**src/rtl/sound_request_scheduler_if.sv**
```systemverilog
// Requester-side bundle for sound_request_scheduler: request levels, per-requester
// song lengths and enable in, grant/done/status and player controls out.
interface sound_request_scheduler_if #(
  parameter int unsigned N_REQ = 4,
  parameter int unsigned SEL_W = 2,
  parameter int unsigned LEN_W = 12
);
  logic                   enable;
  logic [N_REQ-1:0]       req;
  logic [N_REQ*LEN_W-1:0] len_ms;
  logic [N_REQ-1:0]       grant;
  logic [N_REQ-1:0]       done;
  logic                   busy;
  logic                   play;
  logic [SEL_W-1:0]       song_sel;

  modport master (
    output enable, req, len_ms,
    input  grant, done, busy, play, song_sel
  );

  modport slave (
    input  enable, req, len_ms,
    output grant, done, busy, play, song_sel
  );
endinterface

```
**src/rtl/sound_request_scheduler.sv**
```systemverilog
// Fixed-priority scheduler time-sharing one song player among N_REQ requesters.
// Optional preemption by a higher-priority request is built when SND_PREEMPT_EN is defined.
module sound_request_scheduler #(
  parameter int unsigned N_REQ    = 4,
  parameter int unsigned SEL_W    = 2,
  parameter int unsigned LEN_W    = 12,
  parameter int unsigned TICK_DIV = 100_000,
  parameter int unsigned GAP_MS   = 20
) (
  input logic                   clock,
  input logic                   reset,
  sound_request_scheduler_if.slave bus
);

  localparam int unsigned PreW = (TICK_DIV > 1) ? $clog2(TICK_DIV) : 1;
  localparam int unsigned GapW = (GAP_MS > 1) ? $clog2(GAP_MS) : 1;
  localparam logic [PreW-1:0] PreLast = PreW'(TICK_DIV - 1);
  localparam logic [GapW-1:0] GapLast = GapW'((GAP_MS > 0) ? GAP_MS - 1 : 0);

  typedef enum logic [1:0] {StIdle, StPlay, StGap, StSwitch} state_e;

  state_e           state_q, state_d;
  logic [SEL_W-1:0] win_q, win_d;
  logic [LEN_W-1:0] rem_q, rem_d;
  logic [PreW-1:0]  presc_q, presc_d;
  logic [GapW-1:0]  gap_q, gap_d;
  logic [N_REQ-1:0] grant_q, grant_d;
  logic [N_REQ-1:0] done_q, done_d;
  logic             busy_q, busy_d;
  logic             play_q, play_d;
  logic [SEL_W-1:0] sel_q, sel_d;

  logic             any_req;
  logic [SEL_W-1:0] pick;
  logic             tick;

  // Lowest set index wins.
  always_comb begin
    pick    = '0;
    any_req = |bus.req;
    for (int i = N_REQ - 1; i >= 0; i--) begin
      if (bus.req[i]) pick = SEL_W'(i);
    end
  end

  assign tick = (presc_q == PreLast);

  function automatic logic [LEN_W-1:0] len_of(input logic [SEL_W-1:0] idx);
    logic [LEN_W-1:0] l;
    l = bus.len_ms[int'(idx) * LEN_W +: LEN_W];
    return (l == '0) ? LEN_W'(1) : l;
  endfunction

  function automatic logic [N_REQ-1:0] onehot(input logic [SEL_W-1:0] idx);
    return N_REQ'(1) << idx;
  endfunction

  always_comb begin
    state_d = state_q;
    win_d   = win_q;
    rem_d   = rem_q;
    presc_d = presc_q;
    gap_d   = gap_q;
    grant_d = grant_q;
    done_d  = '0;
    busy_d  = busy_q;
    play_d  = play_q;
    sel_d   = sel_q;

    unique case (state_q)
      StIdle: begin
        if (bus.enable && any_req) begin
          state_d = StPlay;
          win_d   = pick;
          sel_d   = pick;
          rem_d   = len_of(pick);
          presc_d = '0;
          grant_d = onehot(pick);
          play_d  = 1'b1;
          busy_d  = 1'b1;
        end
      end

      StPlay: begin
        presc_d = tick ? '0 : presc_q + PreW'(1);
        if (!bus.req[win_q] || !bus.enable) begin
          // Abort wins over completion: no done pulse.
          state_d = StGap;
          play_d  = 1'b0;
          grant_d = '0;
          presc_d = '0;
          gap_d   = '0;
`ifdef SND_PREEMPT_EN
        end else if (any_req && (pick < win_q)) begin
          // Switch target is latched now; the song starts after one silent cycle.
          state_d = StSwitch;
          win_d   = pick;
          play_d  = 1'b0;
          grant_d = '0;
`endif
        end else if (tick) begin
          if (rem_q == LEN_W'(1)) begin
            state_d = StGap;
            play_d  = 1'b0;
            grant_d = '0;
            done_d  = grant_q;
            presc_d = '0;
            gap_d   = '0;
          end else begin
            rem_d = rem_q - LEN_W'(1);
          end
        end
      end

      StGap: begin
        presc_d = tick ? '0 : presc_q + PreW'(1);
        if (GAP_MS == 0) begin
          state_d = StIdle;
          busy_d  = 1'b0;
        end else if (tick) begin
          if (gap_q == GapLast) begin
            state_d = StIdle;
            busy_d  = 1'b0;
          end else begin
            gap_d = gap_q + GapW'(1);
          end
        end
      end

      StSwitch: begin
        state_d = StPlay;
        sel_d   = win_q;
        rem_d   = len_of(win_q);
        presc_d = '0;
        grant_d = onehot(win_q);
        play_d  = 1'b1;
      end

      default: state_d = StIdle;
    endcase
  end

  always_ff @(posedge clock or posedge reset) begin
    if (reset) begin
      state_q <= StIdle;
      win_q   <= '0;
      rem_q   <= '0;
      presc_q <= '0;
      gap_q   <= '0;
      grant_q <= '0;
      done_q  <= '0;
      busy_q  <= 1'b0;
      play_q  <= 1'b0;
      sel_q   <= '0;
    end else begin
      state_q <= state_d;
      win_q   <= win_d;
      rem_q   <= rem_d;
      presc_q <= presc_d;
      gap_q   <= gap_d;
      grant_q <= grant_d;
      done_q  <= done_d;
      busy_q  <= busy_d;
      play_q  <= play_d;
      sel_q   <= sel_d;
    end
  end

  assign bus.grant    = grant_q;
  assign bus.done     = done_q;
  assign bus.busy     = busy_q;
  assign bus.play     = play_q;
  assign bus.song_sel = sel_q;

endmodule

```
**src/flat_wrapper.sv**
```systemverilog
// flat-port wrapper written by rule: the top's interface ports become plain ports
module sound_request_scheduler_flat 
#(
  parameter int unsigned N_REQ    = 4,
  parameter int unsigned SEL_W    = 2,
  parameter int unsigned LEN_W    = 12,
  parameter int unsigned TICK_DIV = 100_000,
  parameter int unsigned GAP_MS   = 20
)
  (clock, reset, bus_enable, bus_req, bus_len_ms, bus_grant, bus_done, bus_busy, bus_play, bus_song_sel);
  sound_request_scheduler_if #(.N_REQ(N_REQ), .SEL_W(SEL_W), .LEN_W(LEN_W)) bus_i ();
  input logic clock;
  input logic reset;
  input wire logic [$bits(bus_i.enable)-1:0] bus_enable;
  input wire logic [$bits(bus_i.req)-1:0] bus_req;
  input wire logic [$bits(bus_i.len_ms)-1:0] bus_len_ms;
  output wire logic [$bits(bus_i.grant)-1:0] bus_grant;
  output wire logic [$bits(bus_i.done)-1:0] bus_done;
  output wire logic [$bits(bus_i.busy)-1:0] bus_busy;
  output wire logic [$bits(bus_i.play)-1:0] bus_play;
  output wire logic [$bits(bus_i.song_sel)-1:0] bus_song_sel;
  assign bus_i.enable = bus_enable;
  assign bus_i.req = bus_req;
  assign bus_i.len_ms = bus_len_ms;
  assign bus_grant = bus_i.grant;
  assign bus_done = bus_i.done;
  assign bus_busy = bus_i.busy;
  assign bus_play = bus_i.play;
  assign bus_song_sel = bus_i.song_sel;
  sound_request_scheduler #(.N_REQ(N_REQ), .SEL_W(SEL_W), .LEN_W(LEN_W), .TICK_DIV(TICK_DIV), .GAP_MS(GAP_MS)) u_core (.clock(clock), .reset(reset), .bus(bus_i));
endmodule
```
**config.mk**
```make
export PLATFORM = sky130hd
export DESIGN_NAME = sound_request_scheduler_flat
export DESIGN_NICKNAME = d
export VERILOG_FILES = /design/src/rtl/sound_request_scheduler_if.sv /design/src/rtl/sound_request_scheduler.sv /design/src/flat_wrapper.sv
export SDC_FILE = /design/constraint.sdc
export NUM_CORES = 1
export LEC_CHECK = 0
export CORE_MARGIN = 2
export CORE_UTILIZATION = 50
export CTS_CLUSTER_DIAMETER = 40
export DETAILED_ROUTE_END_ITERATION = 16
export GPL_ROUTABILITY_DRIVEN = 0
export PLACE_DENSITY_LB_ADDON = 0.12
export SLEW_MARGIN = 20
export SYNTH_ARGS = -nofsm -noshare
export SYNTH_HDL_FRONTEND = slang
export SYNTH_SLANG_ARGS = --single-unit
```
**constraint.sdc**
```tcl
create_clock -name clock -period 2.7 [get_ports clock]
set_input_delay 0.54 -clock clock [delete_from_list [all_inputs] [get_ports clock]]
set_output_delay 0.54 -clock clock [all_outputs]
set_load 0.05 [all_outputs]
```
Yosys cells after proc, flatten, opt, wreduce, memory -nomap -nowiden
Index checks and enable logic that the tools add are counted.

storage, ports and cells
  bits of input ports = 55
  output and inout port bits = 12
  bits in registers = 50
  word-level logic and storage cells = 105

cells by class
  add/sub/neg operators = 3
  shifts and indexed selects = 4
  muxes and demuxes = 51
  equality and inequality tests = 15
  reductions and logical operators = 19
  $mul = 2
  order comparisons = 1

operators with widths
  cell                                                 count
  variable part select 48 x 7 -> 12 bit                2
  2-to-1 mux 17 bit                                    5
  2-to-1 mux 12 bit                                    6
  case mux 17 bit (4 select lines)                     1
  case mux 12 bit (3 select lines)                     1
  2-to-1 mux 4 bit                                     8
  2-to-1 mux 5 bit                                     5
  logical NOT 12 bit                                   2
  2-to-1 mux 2 bit                                     11
  adder 17 x 1 -> 17 bit (second input constant)       1
  == test 17 bit (second input constant)               1
  AND reduction 5 bit                                  3
  == test 12 x 1 -> 1 bit (second input constant)      1
  case mux 4 bit (3 select lines)                      1
  subtractor 12 x 1 -> 12 bit (second input constant)  1
  case mux 5 bit (2 select lines)                      1
  multiplier 2 x 2 -> 4 bit (second input constant)    2
  != test 2 x 1 -> 1 bit (second input constant)       4
  case mux 2 bit (4 select lines)                      1
  AND reduction 4 bit                                  2
  left shift 1 x 2 -> 4 bit (first input constant)     2
  2-to-1 mux 1 bit                                     7
  != test 2 bit (second input constant)                3
  != test 3 x 1 -> 1 bit (second input constant)       2
  17 further kinds                                     22

Logic depth before layout (Yosys ltp)
Gate-level depths: netlist of the first run.

  depth after elaboration = 10
  gate-level depth with buffers = 10
  mapped depth without buffers = 9

Least setup slack after synthesis of the first run
OpenSTA, ideal clock, no wires.

  path kind = input to register
  from = in bus_req[1]
  to = reg u_core.gap_q[2]
  setup slack = 0.456 ns
  library setup time = 0.128 ns
  arrival time = 2.116 ns
  stages = 7
  cells stage by stage = buf_2 -> mux4_1 -> and3_1 -> a211o_1 -> a21boi_4 -> o21ai_0 -> o31ai_1

on the way
  longest elaborated chain between the ends = 6
  elaborated cells on any way between the ends = 9
  those cells by class = eq/ne (2); mux (4); reduce/logical (3)

RTL lines
  item                                                                                     line                            source
  from (decl)                                                                              flat_wrapper.sv:15              input wire logic [$bits(bus_i.req)-1:0] bus_req;
  binary-select mux 1 bit (select 2 bit) (*)                                               sound_request_scheduler.sv:86   if (!bus.req[win_q] || !bus.enable) begin
  2-to-1 mux 1 bit (not written as such) (*)                                               sound_request_scheduler.sv:86
  logical NOT 1 bit (*)                                                                    sound_request_scheduler.sv:86
  logical OR 1 bit (*)                                                                     sound_request_scheduler.sv:86
  != test 3 x 1 -> 1 bit (no source line) or 2-to-1 mux 5 bit (tied branches)              -
  AND reduction 5 bit (no source line) or case mux 5 bit (2 select lines) (tied branches)  -
  to (signal assigned)                                                                     sound_request_scheduler.sv:160  gap_q <= gap_d;
  to (decl)                                                                                sound_request_scheduler.sv:26   logic [GapW-1:0] gap_q, gap_d;

Mark *: on every way between the ends. The rest lies on a longest branch, timed or not. The select of a mux whose other input is x is not followed.
A chain may end at the register's enable or synchronous reset.

Final worst setup path of the first run
  from = in bus_req[2]
  to = reg u_core.gap_q[3]

The elaborated chain is that of the path after synthesis.

==> summary.md, run 1 <==
| Metric | Value |
|---|---|
| Outcome | completed |
| Clock root cell | clkbuf_8 |
| Simple-gate share of the synthesized area | 25.1% |
| Clock sink total | 50 |
| Mapped Cells | 388 |
| Die W | 89.4 um |
| Layout fillers | 611 |
| Nature of the critical path endpoint | flip-flop |
| DIE AREA | 7990 um2 |
| Yosys top cell by area | dfrtp_1 |
| Worst skew pair latency | 0.31 ns |
| Relative slew slack | 63.8% |
| Crit share post-route | 92.9% |
| Largest family of logic cells by synthesized area | simple AND/OR/NAND/NOR gates |
| Count leader, synth | dfrtp_1 |
| Storage element area | 1250 um2 |
| DR iter-0 viols | 228 |
| Crit Reg-Reg Startpoint | u_core.rem_q[8]$_DFFE_PP0P_ |
| PwrDens | 804 nW/um2 |
| Sequential power share | 28.7% |
| Final worst slack | 0.192 ns |
| Post-Syn Area per Cell | 9.39 um2 |
| Internal cell power | 2190 uW |
| Final WL | 9330 um |
| GRT Overall Usage | 24.1% |
| Vias in the first global route | 3155 |
| Initial antenna violation count | 0 |
| Synth area leaders | dfrtp_1 34%, mux4_2 13%, nand2_1 4.2% |
| Initial Util | 51.1% |
| Synth warnings | 0 |
| GR Util met3 | 4.25% |
| Max-slew violations | 0 |
| GRT met2 Usage | 36.3% |
| Synthesis-stage register bit count | 50 |
| Core Footprint | 7140 um2 |
| H-tree depth | 2 |
| Critical Path Start | bus_req[2] |
| Dpl ws | -0.114 ns |
| Max capacitance violation total | 0 |
| Post-synth top cells | 50 x dfrtp_1, 41 x nand2_1, 34 x nor2_1, 29 x o21ai_0, 21 x mux4_2 |
| Pin count of the biggest net entering global routing | 43 |
| Min Tclk post-route | 2.51 ns |
| Maximum clock path buffer count | 2 |
| Vias per inst | 5.92 |
| Gr busiest metal | met2 |
| Post-synthesis mux area share | 14.3% |
| Final ANT Viol Nets | 0 |
| # resized after CTS | 0 |
| DR vias | 3414 |
| Number of synthesized flops with an enable pin | 0 |
| ANT cells | 0 |
| Arr. time, crit path | 2.70 ns |
| Setup bufs post-CTS | 0 |
| CTS tree | done |
| Synth Area in Compound Gates | 15.4% |
| Multi-input gate area | 2250 um2 |
| Detailed Routing Iterations Pass 1 | 5 |
| Peak supply drop | 0.507 mV |
| Synth async-reset ratio | 100% |
| Synth Area in XOR/XNOR | 4.09% |
| Placed wire-length estimate | 7320 um |
| Global route overflow | 0 |
| Post-layout nets | 540 |
| RSZ-0062 raised after global routing | no |
| I/O pins | 67 |
| P_sw | 1630 uW |
| CP startpoint kind | input port |
| Mapped cell area | 3640 um2 |
| Crit Path Class | input port to flip-flop |
| Clock network fraction of design power | 14.2% |
| Net Count, Synth | 451 |
| TritonCTS Buffers | 5 |
| Yosys top cell area share | 34.3% |
| Wire per inst | 16.2 um |
| Global-route wire length before repair | 15000 um |
| Die height | 89.4 um |
| Combinational share of power | 57.1% |
| Leak | 0.00186 uW |
| Residual DRC | 0 |
| CTS hold repair buffers | 0 |
| Least-Margin Pin Slew | 0.541 ns |
| Site Rows | 31 |
| Required @ worst endpoint | 2.89 ns |
| Sw frac | 42.6% |
| Area growth syn-to-layout | 30.3% |
| Top FF cell, synth | dfrtp_1 |
| Layout cells sized above 1 | 16.9% |
| Adder-cell share of the synthesized area | 2.75% |
| Clock transition at path regs | 0.09 ns |
| Fmax | 399 MHz |
| Final Skew | 0.0101 ns |
| Post-synthesis sequential area ratio | 34.3% |
| Final-report setup violation count | 0 |
| Setup TNS | 0 ns |
| Port bufs | 66 |
| GR Util met1 | 35.3% |
| Final Hold Fails | 0 |
| CP max FO | 6 |
| Worst hold path type | input port to async pin |
| Distinct cell type count after synthesis | 56 |
-- logic make-up (layout without fill, tap and decap cells) --
logic type / after synthesis / in the layout
AOI/OAI and AO/OA: 83 / 83
adders and majority gates: 8 / 8
xor gates and xnor gates: 17 / 17
and+or+nand+nor: 175 / 175
muxes: 24 / 24
buffers and inverters: 31 / 121
DFF: 50 / 50
-- state kept, by name (all words and copies together), names as in the netlist --
name / count
u_core.rem_q: 12
u_core.presc_q: 17
u_core.bus.song_sel: 2
u_core.win_q: 2
u_core.bus.play: 1
u_core.bus.grant: 4
u_core.gap_q: 5
u_core.state_q: 2
u_core.bus.busy: 1
u_core.bus.done: 4
-- area by class of cell --
cell class                 count  share of cell area (%)
tap                           99                    2.61
timing repair buffer         103                    20.6
inverter                      10                   0.791
multi-input combinational    307                    47.3
sequential                    50                    26.4
clock buffer                   5                    1.45
clock inverter                 3                   0.922
-- metal layers --
metal  wire (um)  vias to the layer above
li1            -                     1639
met1        4220                     1624
met2        4310                      133
met3         570                       18
met4         236                        0
met5           0                        -
-- worst max-delay path: stages --
cell             delay, ns
clkdlybuf4s50_1       0.51
mux4_1                0.54
and3_1                0.24
buf_4                 0.14
a211o_1               0.30
a21boi_4              0.16
o21ai_0               0.17
o31ai_1               0.09
-- worst paths after layout --
check,end,slack [ns],cells past startpoint
setup / recovery,u_core.gap_q[3]$_DFFE_PP0P_,0.19,8
hold / removal,u_core.presc_q[13]$_DFFE_PP0N_,0.46,2
setup reg to reg,u_core.bus.grant[1]$_DFFE_PP0P_,0.41,6
hold reg to reg,u_core.gap_q[4]$_DFFE_PP0P_,0.49,1
max in group asynchronous,u_core.presc_q[6]$_DFFE_PP0N_,1.77,3
min in group clock,u_core.gap_q[4]$_DFFE_PP0P_,0.49,1
-- power groups by stage --
stage | combinational [uW] | clock (uW) | sequential [uW]
final | 2180 | 543 | 1100
after global placement | 2120 | 0 | 1100
after CTS | 2170 | 551 | 1090
after floorplan | 1330 | 0 | 1220
after global routing | 2390 | 579 | 1120
after detailed placement | 2160 | 0 | 1100
-- metrics by stage --
stage | hold slack (ns) | power, uW | util (%) | cells | area, um2
3_5_place_dp | 0.464 | 3260 | 65.0 | 569 | 4640
5_1_grt | 0.474 | 4100 | 66.5 | 577 | 4750
6_report | 0.455 | 3820 | 66.5 | 577 | 4750
4_1_cts | 0.450 | 3810 | 66.5 | 577 | 4750
3_3_place_gp | 0.460 | 3230 | 65.0 | 569 | 4640
2_1_floorplan | 0.437 | 2550 | - | 388 | 3640
-- layout by cell type, fill, tap and decap left out, types with 2 or more instances in the layout --
| cell type | n |
|---|---|
| a22o_1 | 2 |
| a21boi_0 | 2 |
| nand2_1 | 41 |
| clkbuf_8 | 5 |
| o311ai_0 | 2 |
| nor4_1 | 18 |
| mux4_2 | 21 |
| buf_12 | 3 |
| clkdlybuf4s50_1 | 66 |
| a22oi_1 | 6 |
| nand3_1 | 14 |
| a221oi_1 | 4 |
| and4_1 | 2 |
| nor2_1 | 34 |
| and2_1 | 7 |
| a21oi_1 | 10 |
| buf_4 | 34 |
| o41ai_1 | 2 |
| nand2b_1 | 6 |
| a31oi_1 | 6 |
| ha_1 | 8 |
| xnor2_1 | 6 |
| nand4_1 | 7 |
| dfrtp_1 | 50 |
| o21ai_0 | 29 |
| xor2_1 | 11 |
| mux2_2 | 2 |
| o31ai_1 | 6 |
| nor3_1 | 16 |
| nor2_2 | 2 |
| nor2b_1 | 6 |
| inv_1 | 9 |
| nor4b_1 | 2 |
| or3_1 | 6 |
| o21a_1 | 2 |
| and3_1 | 6 |
| a211o_1 | 3 |
Note: power is estimated with default switching activity, not from simulation.
==> run 2, diff against run 1 <==
--- a/config.mk
+++ b/config.mk
@@ -5,7 +5,7 @@
 export SDC_FILE = /design/constraint.sdc
 export NUM_CORES = 1
 export LEC_CHECK = 0
-export CORE_MARGIN = 2
+export CORE_MARGIN = 4
 export CORE_UTILIZATION = 50
 export CTS_CLUSTER_DIAMETER = 40
 export DETAILED_ROUTE_END_ITERATION = 16
==> run 2 against run 1 <==
  * Combinational power about the same
  * Power increased by 1.5%
  * Worst hold slack improved by 0.027 ns
  * Non-clock buffer count increased by 2
  * Clock skew decreased by 0.00057 ns
  * Wire length increased by 3.2%
  * Sequential power about the same
  * Worst setup slack improved by 0.035 ns
  * Clock power increased by 3.7%
==> summary.md, run 2 (synthesis gave the netlist of run 1 again) <==
| Metric | Value |
|---|---|
| Final Skew | 0.00956 ns (-0.000570 ns) |
| Min Tclk post-route | 2.47 ns (-0.0352 ns) |
| Commonest cells after routing, fill and taps aside | 66 x clkdlybuf4s50_1, 50 x dfrtp_1, 41 x nand2_1 |
| Core Footprint | 6940 um2 (-2.7%) |
| ANT cells | 0 (unchanged) |
| Layout cells sized above 1 | 17.3% (+0.35 points) |
| Wire per inst | 16.7 um (+3.4%) |
| CTS tree | done |
| DR iter-0 viols | 270 (+18%) |
| GRT Overall Usage | 22.9% (-1.2 points) |
| Worst skew pair latency | 0.31 ns (about the same) |
| # resized after CTS | 0 (unchanged) |
| Max capacitance violation total | 0 (unchanged) |
| Clock transition at path regs | 0.10 ns (about the same) |
| P_sw | 1670 uW (+2.8%) |
| Initial Util | 52.5% (+1.4 points) |
| Relative slew slack | 61.8% (-2.0 points) |
| Clock network fraction of design power | 14.5% (+0.3 points) |
| Fmax | 404 MHz (+1.4%) |
| Final WL | 9630 um (+3.2%) |
| Die W | 93.4 um (+4.5%) |
| Commonest non-fill, non-tap cell in the layout | clkdlybuf4s50_1 |
| Max-slew violations | 0 (unchanged) |
| Area growth syn-to-layout | 30.4% (about the same) |
| Setup TNS | 0 ns (unchanged) |
| I/O pins | 67 (unchanged) |
| Dpl ws | -0.0663 ns (+0.0473 ns) |
| Final worst slack | 0.227 ns (+0.0352 ns) |
| Maximum clock path buffer count | 2 (unchanged) |
| Final-report setup violation count | 0 (unchanged) |
| Outcome | completed |
| Residual DRC | 0 (unchanged) |
| Clock sink total | 50 (unchanged) |
| CP startpoint kind | input port |
| Top flop regs | u_core.presc_q: 17 flops, u_core.rem_q: 12 flops, u_core.gap_q: 5 flops |
| Vias per inst | 6.02 (+1.7%) |
| Arr. time, crit path | 2.72 ns (+0.02 ns) |
| Die height | 93.4 um (+4.5%) |
| Nature of the critical path endpoint | flip-flop |
| Final Hold Fails | 0 (unchanged) |
| Global route overflow | 0 (unchanged) |
| Clock root cell | clkbuf_8 |
| Placed wire-length estimate | 7720 um (+5.6%) |
| DIE AREA | 8720 um2 (+9.2%) |
| Worst Hold Margin | 0.482 ns (+0.0272 ns) |
| Most flops, register | u_core.presc_q |
| Sw frac | 43.2% (+0.53 points) |
| Post-layout nets | 542 (+0.37%) |
| CP max FO | 6 (unchanged) |
| DR vias | 3467 (+1.6%) |
| Setup bufs post-CTS | 0 (unchanged) |
| Worst hold path type | flip-flop to flip-flop |
| Initial antenna violation count | 0 (unchanged) |
| Layout fillers | 545 (-11%) |
| CTS hold repair buffers | 0 (unchanged) |
| H-tree depth | 2 (unchanged) |
| Port bufs | 66 (unchanged) |
| Global-route wire length before repair | 16100 um (+7.6%) |
| TritonCTS Buffers | 5 (unchanged) |
| Pin count of the biggest net entering global routing | 30 (-30%) |
| Least-Margin Pin Slew | 0.572 ns (+0.0317 ns) |
| Storage element area | 1250 um2 (unchanged) |
| Crit Path Class | input port to flip-flop |
| Peak supply drop | 0.639 mV (+26%) |
| PwrDens | 816 nW/um2 (+1.4%) |
| Internal cell power | 2200 uW (+0.58%) |
| Hold Path Cell Cnt | 1 |
| R2R cell count | 8 (+2) |
| Vias in the first global route | 3386 (+7.3%) |
| Sequential power share | 28.4% (-0.3 points) |
| RSZ-0062 raised after global routing | no |
| Post-route cell area | 4750 um2 (about the same) |
| Placed Area | 4630 um2 (about the same) |
| Required @ worst endpoint | 2.95 ns (+0.06 ns) |
| Detailed Routing Iterations Pass 1 | 5 (unchanged) |
| Final ANT Viol Nets | 0 (unchanged) |
| Multi-input gate area | 2250 um2 (unchanged) |
| Final core occ | 68.4% (+1.9 points) |
| Crit share post-route | 91.6% (-1.3 points) |
| Site Rows | 30 (-3.2%) |
| Leak | 0.00187 uW (+0.16%) |
| Combinational share of power | 57.1% (about the same) |
| Max reg flops | 17 (unchanged) |
==> run 2: cell types whose count changed in the layout (fill, tap and decap cells not counted) <==
cell        before  now
inv_8            0    1
clkinvlp_4       0    1
clkinv_2         1    0
buf_12           3    2
inv_6            1    0
buf_4           34   37
==> run 2: critical path, cell delays in order <==
cell             delay [ns]
clkdlybuf4s50_1        0.43
buf_4                  0.17
or3_4                  0.42
nor4_1                 0.27
nor4_1                 0.09
or3_1                  0.39
nor4_2                 0.17
o221a_1                0.23
==> run 2: layout make-up <==
type                       count  share of cell area (%)
clock inverter                 3                    1.03
tap                           96                    2.53
clock buffer                   5                    1.45
inverter                      10                   0.790
timing repair buffer         105                    20.6
sequential                    50                    26.3
multi-input combinational    307                    47.3
==> run 2: stage by stage <==
| stage | power [uW] | instances |
|---|---|---|
| after global placement | 3230 | 568 |
| final | 3880 | 576 |
| after floorplan | 2550 | 388 |
| after global routing | 4160 | 576 |
| after detailed placement | 3310 | 568 |
| after CTS | 3860 | 576 |
==> run 2: routing by layer <==
metal,wire length [um],vias up,track usage (%)
li1,-,1654,-
met1,4460,1648,32.7
met2,4510,159,36.9
met3,602,6,3.62
met4,59,0,4.52
met5,0,-,0
==> run 2: power groups by stage <==
| stage | Clock, uW | Combinational, uW | Sequential, uW |
|---|---|---|---|
| final | 563 | 2210 | 1100 |
| after global routing | 599 | 2440 | 1120 |
| after CTS | 568 | 2200 | 1100 |
| after detailed placement | 0 | 2200 | 1110 |
| after global placement | 0 | 2140 | 1100 |
| after floorplan | 0 | 1330 | 1220 |
==> run 2: final timing paths <==
path | end | start | slack [ns]
min in group asynchronous | u_core.presc_q[13]$_DFFE_PP0N_ | reset | 0.60
max | u_core.rem_q[0]$_DFFE_PP0P_ | bus_req[1] | 0.23
max in group asynchronous | u_core.presc_q[1]$_DFFE_PP0N_ | reset | 1.51
min reg2reg | u_core.gap_q[4]$_DFFE_PP0P_ | u_core.gap_q[4]$_DFFE_PP0P_ | 0.48
max reg2reg | u_core.gap_q[3]$_DFFE_PP0P_ | u_core.rem_q[8]$_DFFE_PP0P_ | 0.50
min | u_core.gap_q[4]$_DFFE_PP0P_ | u_core.gap_q[4]$_DFFE_PP0P_ | 0.48
==> run 3, diff against run 2 <==
--- a/config.mk
+++ b/config.mk
@@ -6,7 +6,7 @@
 export NUM_CORES = 1
 export LEC_CHECK = 0
 export CORE_MARGIN = 4
-export CORE_UTILIZATION = 50
+export CORE_UTILIZATION = 48
 export CTS_CLUSTER_DIAMETER = 40
 export DETAILED_ROUTE_END_ITERATION = 16
 export GPL_ROUTABILITY_DRIVEN = 0
==> constraint.sdc (replaced) <==
create_clock -name clock -period 2.2 [get_ports clock]
set_input_delay 0.44 -clock clock [delete_from_list [all_inputs] [get_ports clock]]
set_output_delay 0.44 -clock clock [all_outputs]
set_load 0.05 [all_outputs]
==> run 3 against run 2 <==
  * Cell count increased by 7.1%
  * Die area is 3.8% higher
  * Clock-buffer cell count up 1
  * Critical endpoint is now u_core.rem_q[10]$_DFFE_PP0P_
  * Largest cell class unchanged
  * Largest power group unchanged
  * Highest routed layer unchanged
==> summary.md, run 3 (synthesis gave the netlist of run 1 again) <==
| Metric | Value |
|---|---|
| Required @ worst endpoint | 2.40 ns (-0.55 ns) |
| H-tree depth | 2 (unchanged) |
| Commonest non-fill, non-tap cell in the layout | buf_4 |
| Least-Margin Pin Slew | 0.507 ns (-0.0654 ns) |
| Commonest cells after routing, fill and taps aside | 75 x buf_4, 62 x clkdlybuf4s50_1, 50 x dfrtp_1 |
| TritonCTS Buffers | 5 (unchanged) |
| Crit Reg-Reg Startpoint | u_core.win_q[0]$_DFFE_PP0P_ |
| CP max FO | 4 (-2) |
| Reg2Reg Setup Slack | 0.12 ns (-0.38 ns) |
| Worst path bufs/invs | 3 (+1) |
| Peak supply drop | 0.762 mV (+19%) |
| Max reg flops | 17 (unchanged) |
| Placed wire-length estimate | 8320 um (+7.7%) |
| GR Util met1 | 32.6% (-0.12 points) |
| Dpl cells | 606 (+6.7%) |
| Gr busiest metal | met2 |
| Clock sink total | 50 (unchanged) |
| Leak | 0.00207 uW (+11%) |
| Vias in the first global route | 3840 (+13%) |
| Multi-input gate area | 2340 um2 (+4.3%) |
| Dpl ws | -0.525 ns (-0.458 ns) |
| Final worst slack | 0.0844 ns (-0.143 ns) |
| Pin count of the biggest net entering global routing | 30 (unchanged) |
| Clock transition at path regs | 0.09 ns (about the same) |
| Outcome | completed |
| Layout fillers | 563 (+3.3%) |
| ANT cells | 0 (unchanged) |
| Initial antenna violation count | 0 (unchanged) |
| DR iter-0 viols | 217 (-20%) |
| Port bufs | 66 (unchanged) |
| Crit share post-route | 96.2% |
| Critical R2R Capture | u_core.gap_q[2]$_DFFE_PP0P_ |
| Setup TNS | 0 ns (unchanged) |
| Global route overflow | 0 (unchanged) |
| Nature of the critical path endpoint | flip-flop |
| I/O pins | 67 (unchanged) |
| Final Hold Fails | 0 (unchanged) |
| Wire per inst | 16.9 um (+0.96%) |
| Final-report setup violation count | 0 (unchanged) |
| Min Tclk post-route | 2.12 ns |
| Max-slew violations | 0 (unchanged) |
| Final ANT Viol Nets | 0 (unchanged) |
| Relative slew slack | 66.1% (+4.3 points) |
| Worst skew pair latency | 0.30 ns (about the same) |
| Layout cells sized above 1 | 25.7% (+8.4 points) |
| Core Footprint | 7330 um2 (+5.6%) |
| Clock root cell | clkbuf_8 |
| Residual DRC | 0 (unchanged) |
| Global-route wire length before repair | 17700 um (+9.4%) |
| Worst hold path type | input port to async pin |
| Detailed Routing Iterations Pass 1 | 5 (unchanged) |
| Most flops, register | u_core.presc_q |
| Site Rows | 31 (+3.3%) |
| GRT met2 Usage | 40.5% (+3.6 points) |
| DR vias | 3707 (+6.9%) |
| Max capacitance violation total | 0 (unchanged) |
| CTS tree | done |
| CP startpoint kind | input port |
| Area growth syn-to-layout | 40.2% |
| GRT Overall Usage | 24.5% (+1.7 points) |
| Post-layout nets | 580 (+7.0%) |
| R2R cell count | 6 (-2) |
| Critical path, cell by cell | dlygate4sd2_1, buf_4, or4_1, a21oi_1, a21oi_2, buf_4, a22o_1 |
| Final WL | 10400 um (+8.2%) |
| Top flop regs | u_core.presc_q: 17 flops, u_core.rem_q: 12 flops, u_core.gap_q: 5 flops |
| CP max stage cell | or4_1 |
| Vias per inst | 6.01 (-0.18%) |
| CP peak stage delay | 0.53 ns (+0.10 ns) |
| Maximum clock path buffer count | 2 (unchanged) |
| DIE AREA | 9050 um2 (+3.8%) |
| Crit-path leading delay family | compound AO/OA/AOI/OAI gates |
| Tot Pwr | 5010 uW (+29%) |
| Final Skew | 0.00560 ns (-0.00396 ns) |
| Initial Util | 49.7% (-2.8 points) |
| Fin cells | 617 (+7.1%) |
| Die W | 95.1 um (+1.9%) |
| Fmax | 473 MHz |
| Storage element area | 1250 um2 (unchanged) |
| Crit Path Class | input port to flip-flop |
| GR Util met3 | 4.97% (+1.4 points) |
| PwrDens | 981 nW/um2 (+20%) |
| Die height | 95.1 um (+1.9%) |
| RSZ-0062 raised after global routing | no |
| CP most frequent cell | buf_4 |
| Arr. time, crit path | 2.32 ns (-0.40 ns) |
==> run 3: changes by cell type in the layout (fill, tap and decap cells not counted), sizes merged <==
| cell | before | now |
|---|---|---|
| a21oi | 11 | 12 |
| clkinvlp | 1 | 0 |
| clkdlybuf4s50 | 66 | 62 |
| buf | 39 | 76 |
| dlygate4sd2 | 0 | 4 |
| clkbuf | 5 | 6 |
==> run 3: worst reg2reg max path, cell delays in order (launching register included) <==
cell and delay [ns]:
dfrtp_1 0.40, mux4_1 0.57, and3_2 0.26, a211o_1 0.32, a21boi_4 0.16, o21ai_0 0.18, o31ai_1 0.10
==> run 3: repair_timing <==
item                                    CTS  global route
endpoints found under the setup margin   28            23
gates cloned                              1             0
buffers inserted                          0             2
gates resized for setup                  13            13
hold buffers                              0             0
pin swaps                                 4             4
==> run 3: worst max-delay path by stage <==
| stage | start | end | slack, ns | cells past startpoint |
|---|---|---|---|---|
| 2_1_floorplan | bus_req[1] | u_core.gap_q[2]$_DFFE_PP0P_ | 0.06 | 7 |
| 3_3_place_gp | bus_req[3] | u_core.rem_q[0]$_DFFE_PP0P_ | -0.44 | 8 |
| 3_5_place_dp | bus_req[3] | u_core.rem_q[0]$_DFFE_PP0P_ | -0.52 | 8 |
| 4_1_cts | bus_req[0] | u_core.rem_q[0]$_DFFE_PP0P_ | 0.01 | 8 |
| 5_1_grt | u_core.presc_q[0]$_DFFE_PP0N_ | u_core.rem_q[5]$_DFFE_PP0P_ | 0.004 | 9 |
| 6_report | bus_req[1] | u_core.rem_q[10]$_DFFE_PP0P_ | 0.08 | 7 |
==> run 3: area by class of cell <==
type	instances	area share, %
sequential	50	24.5
inverter	10	0.735
clock buffer	6	1.62
tap	99	2.42
clock inverter	2	0.759
multi-input combinational	308	45.9
timing repair buffer	142	24.1
==> run 3: where the power goes <==
| part | total [uW] | internal, uW | switching (uW) |
|---|---|---|---|
| Combinational | 2950 | 1360 | 1590 |
| Sequential | 1360 | 1140 | 219 |
| Clock | 704 | 375 | 329 |
| Total | 5010 | 2870 | 2140 |
==> run 3: through the flow <==
stage / hold WS [ns] / cell area, um2 / util [%]
after floorplan: 0.437 / 3640 / -
after global placement: 0.455 / 4880 / 66.5
after detailed placement: 0.466 / 4880 / 66.5
after CTS: 0.327 / 5030 / 68.6
after global routing: 0.319 / 5110 / 69.7
final: 0.326 / 5110 / 69.7
==> run 3: layer usage <==
layer / vias to the layer above / wire [um]
met5: - / 0
met4: 0 / 136
met3: 16 / 734
met2: 160 / 5150
met1: 1811 / 4400
li1: 1720 / -
==> RTL edit, RTL diff (flow settings as in run 1) <==
The 4 states of `state_e` get a one-hot encoding in 4 bits.
--- a/src/rtl/sound_request_scheduler.sv
+++ b/src/rtl/sound_request_scheduler.sv
@@ -17,7 +17,7 @@
   localparam logic [PreW-1:0] PreLast = PreW'(TICK_DIV - 1);
   localparam logic [GapW-1:0] GapLast = GapW'((GAP_MS > 0) ? GAP_MS - 1 : 0);
 
-  typedef enum logic [1:0] {StIdle, StPlay, StGap, StSwitch} state_e;
+  typedef enum logic [3:0] {StIdle = 4'b0001, StPlay = 4'b0010, StGap = 4'b0100, StSwitch = 4'b1000} state_e;
 
   state_e           state_q, state_d;
   logic [SEL_W-1:0] win_q, win_d;
Check against the original RTL: no difference found for any inputs over 4 cycles, from zero or initial values and one cycle with reset high; so few cycles prove little.
==> RTL edit against run 1 <==
Routed wire length decreased by 15%. First-iteration DRC count decreased by 15%. Synthesized area decreased by 17%. Worst setup slack improved by 99 ps. Non-clock buffer count decreased by 16. Synthesized cell count decreased by 18%. Core utilization increased by 1.1 points. Design area decreased by 16%. Fmax increased by 4.1%. Sequential cell count decreased by 1. Critical endpoint is now u_core.rem_q[10]$_DFFE_PP0P_. Largest cell class unchanged. Highest routed layer unchanged.
Power is not compared: it rests on default switching activity, and its combinational part moved more than twofold at a synthesized area within 25%.
==> RTL edit: results (changes against run 1) <==
crit path max-delay cell type clkdlybuf4s50_1; CLK BUF 6 (+1); Non-clock inverters 6 (-4); GR Util met1 0.3296 (-0.02303); FFs & Latches 49 (-2.0%); drt total wl 7964 µm (-15%); compound-cell area share of the yosys netlist 0.1393 (-0.01420); Synth Area in Adders 0.01658 (-0.01089); slowest stage delay, CP 580 ps (+40 ps); TritonRoute pass-1 iters 4 (-1); vias in the first global route 2788 (-12%); HP Class reg -> reg; M1 WL 3459 µm (-18%); hold path cells 1; Rel. slew slack 0.5773 (-0.06085); R2R depth 5 (-1); multi-input combinational area share 0.4320 (-0.04127); Critical Path AT 2590 ps (-110 ps); Setup WS pre-CTS -31.08 ps (+82.53 ps); wire length on met2 3986 µm (-7.5%); Synth Area per Inst 9.490 µm² (+1.1%); #MultiIn Comb 252 (-18%); R2R Path Start u_core.presc_q[12]$_DFFE_PP0P_; largest net degree at the start of global routing 31 (-28%); via count 2872 (-16%); non-clock buffer share of cell area 0.2086 (+0.003074); Critical Path Fanout Max 7 (+1); share of layout cells above drive strength 1 0.1244 (-0.04508); M2 GR Usage 0.4328 (+0.06982); GRT Overall Usage 0.2495 (+0.008600); Synth top cells by count 48 x dfrtp_1, 41 x nand2_1, 31 x nor2_1; postcts setup bufs 0 (unchanged); met3 WL 459 µm (-19%); run status completed; Hold Path End u_core.gap_q[4]$_DFFE_PP0P_; worst hold slack 489.4 ps (+34.27 ps); Final clock-cell share 0.02199 (-0.001724); nets@finish 460 (-15%); Synth area leaders dfrtp_1 40%, mux4_2 8.2%, nand2_1 5.1%; Top Family by Delay on Critical Path buffers and inverters; Worst Skew 10.05 ps (-0.08100 ps); internal power 1.047 mW; multiplexer share of the synthesized area 0.09536 (-0.04784); placed insts 469 (-18%); r2r setup slk 360 ps (-50 ps); nonclk buf count 87 (-16%); Die X 81.69 µm (-8.6%); register area 0.001227 mm² (-1.9%); hpwl dp 6267 µm (-14%); first-pass GRT wire length 12820 µm (-15%); syn nets 377 (-16%); area grow syn2layout 31.97%; post-synthesis sequential area ratio 0.4067 (+0.06331); count of cell types in the netlist 58 (+3.6%); Filler Cell Count 495 (-19%); Placed Area 0.003895 mm² (-16%); wire per inst 16.70 µm (+3.2%); Initial DRC Count 194 (-15%); met3 GRT Util 0.04505 (+0.002580); XOR/XNOR share of the synthesized area 0.03483 (-0.006040)
==> RTL edit: cell count changes after synthesis, sizes merged, moves of 6 or more <==
cell / before / now
nor3: 16 / 9
o211ai: 0 / 11
o21ai: 29 / 15
buf: 15 / 4
nor4: 20 / 12
mux4: 22 / 11
a22oi: 6 / 0
==> RTL edit: worst max-delay path by stage <==
| stage | from | end | slack [ps] | cells after the start |
|---|---|---|---|---|
| after floorplan | u_core.bus.song_sel[1]$_DFFE_PP0P_ | u_core.rem_q[8]$_DFFE_PP0P_ | 520 | 6 |
| final | bus_req[0] | u_core.rem_q[10]$_DFFE_PP0P_ | 290 | 9 |
| after global placement | bus_req[0] | u_core.rem_q[11]$_DFFE_PP0P_ | 20 | 8 |
| after detailed placement | bus_req[0] | u_core.rem_q[10]$_DFFE_PP0P_ | -30 | 9 |
| after global routing | bus_req[0] | u_core.rem_q[10]$_DFFE_PP0P_ | 130 | 9 |
| after CTS | bus_req[0] | u_core.rem_q[10]$_DFFE_PP0P_ | 290 | 9 |
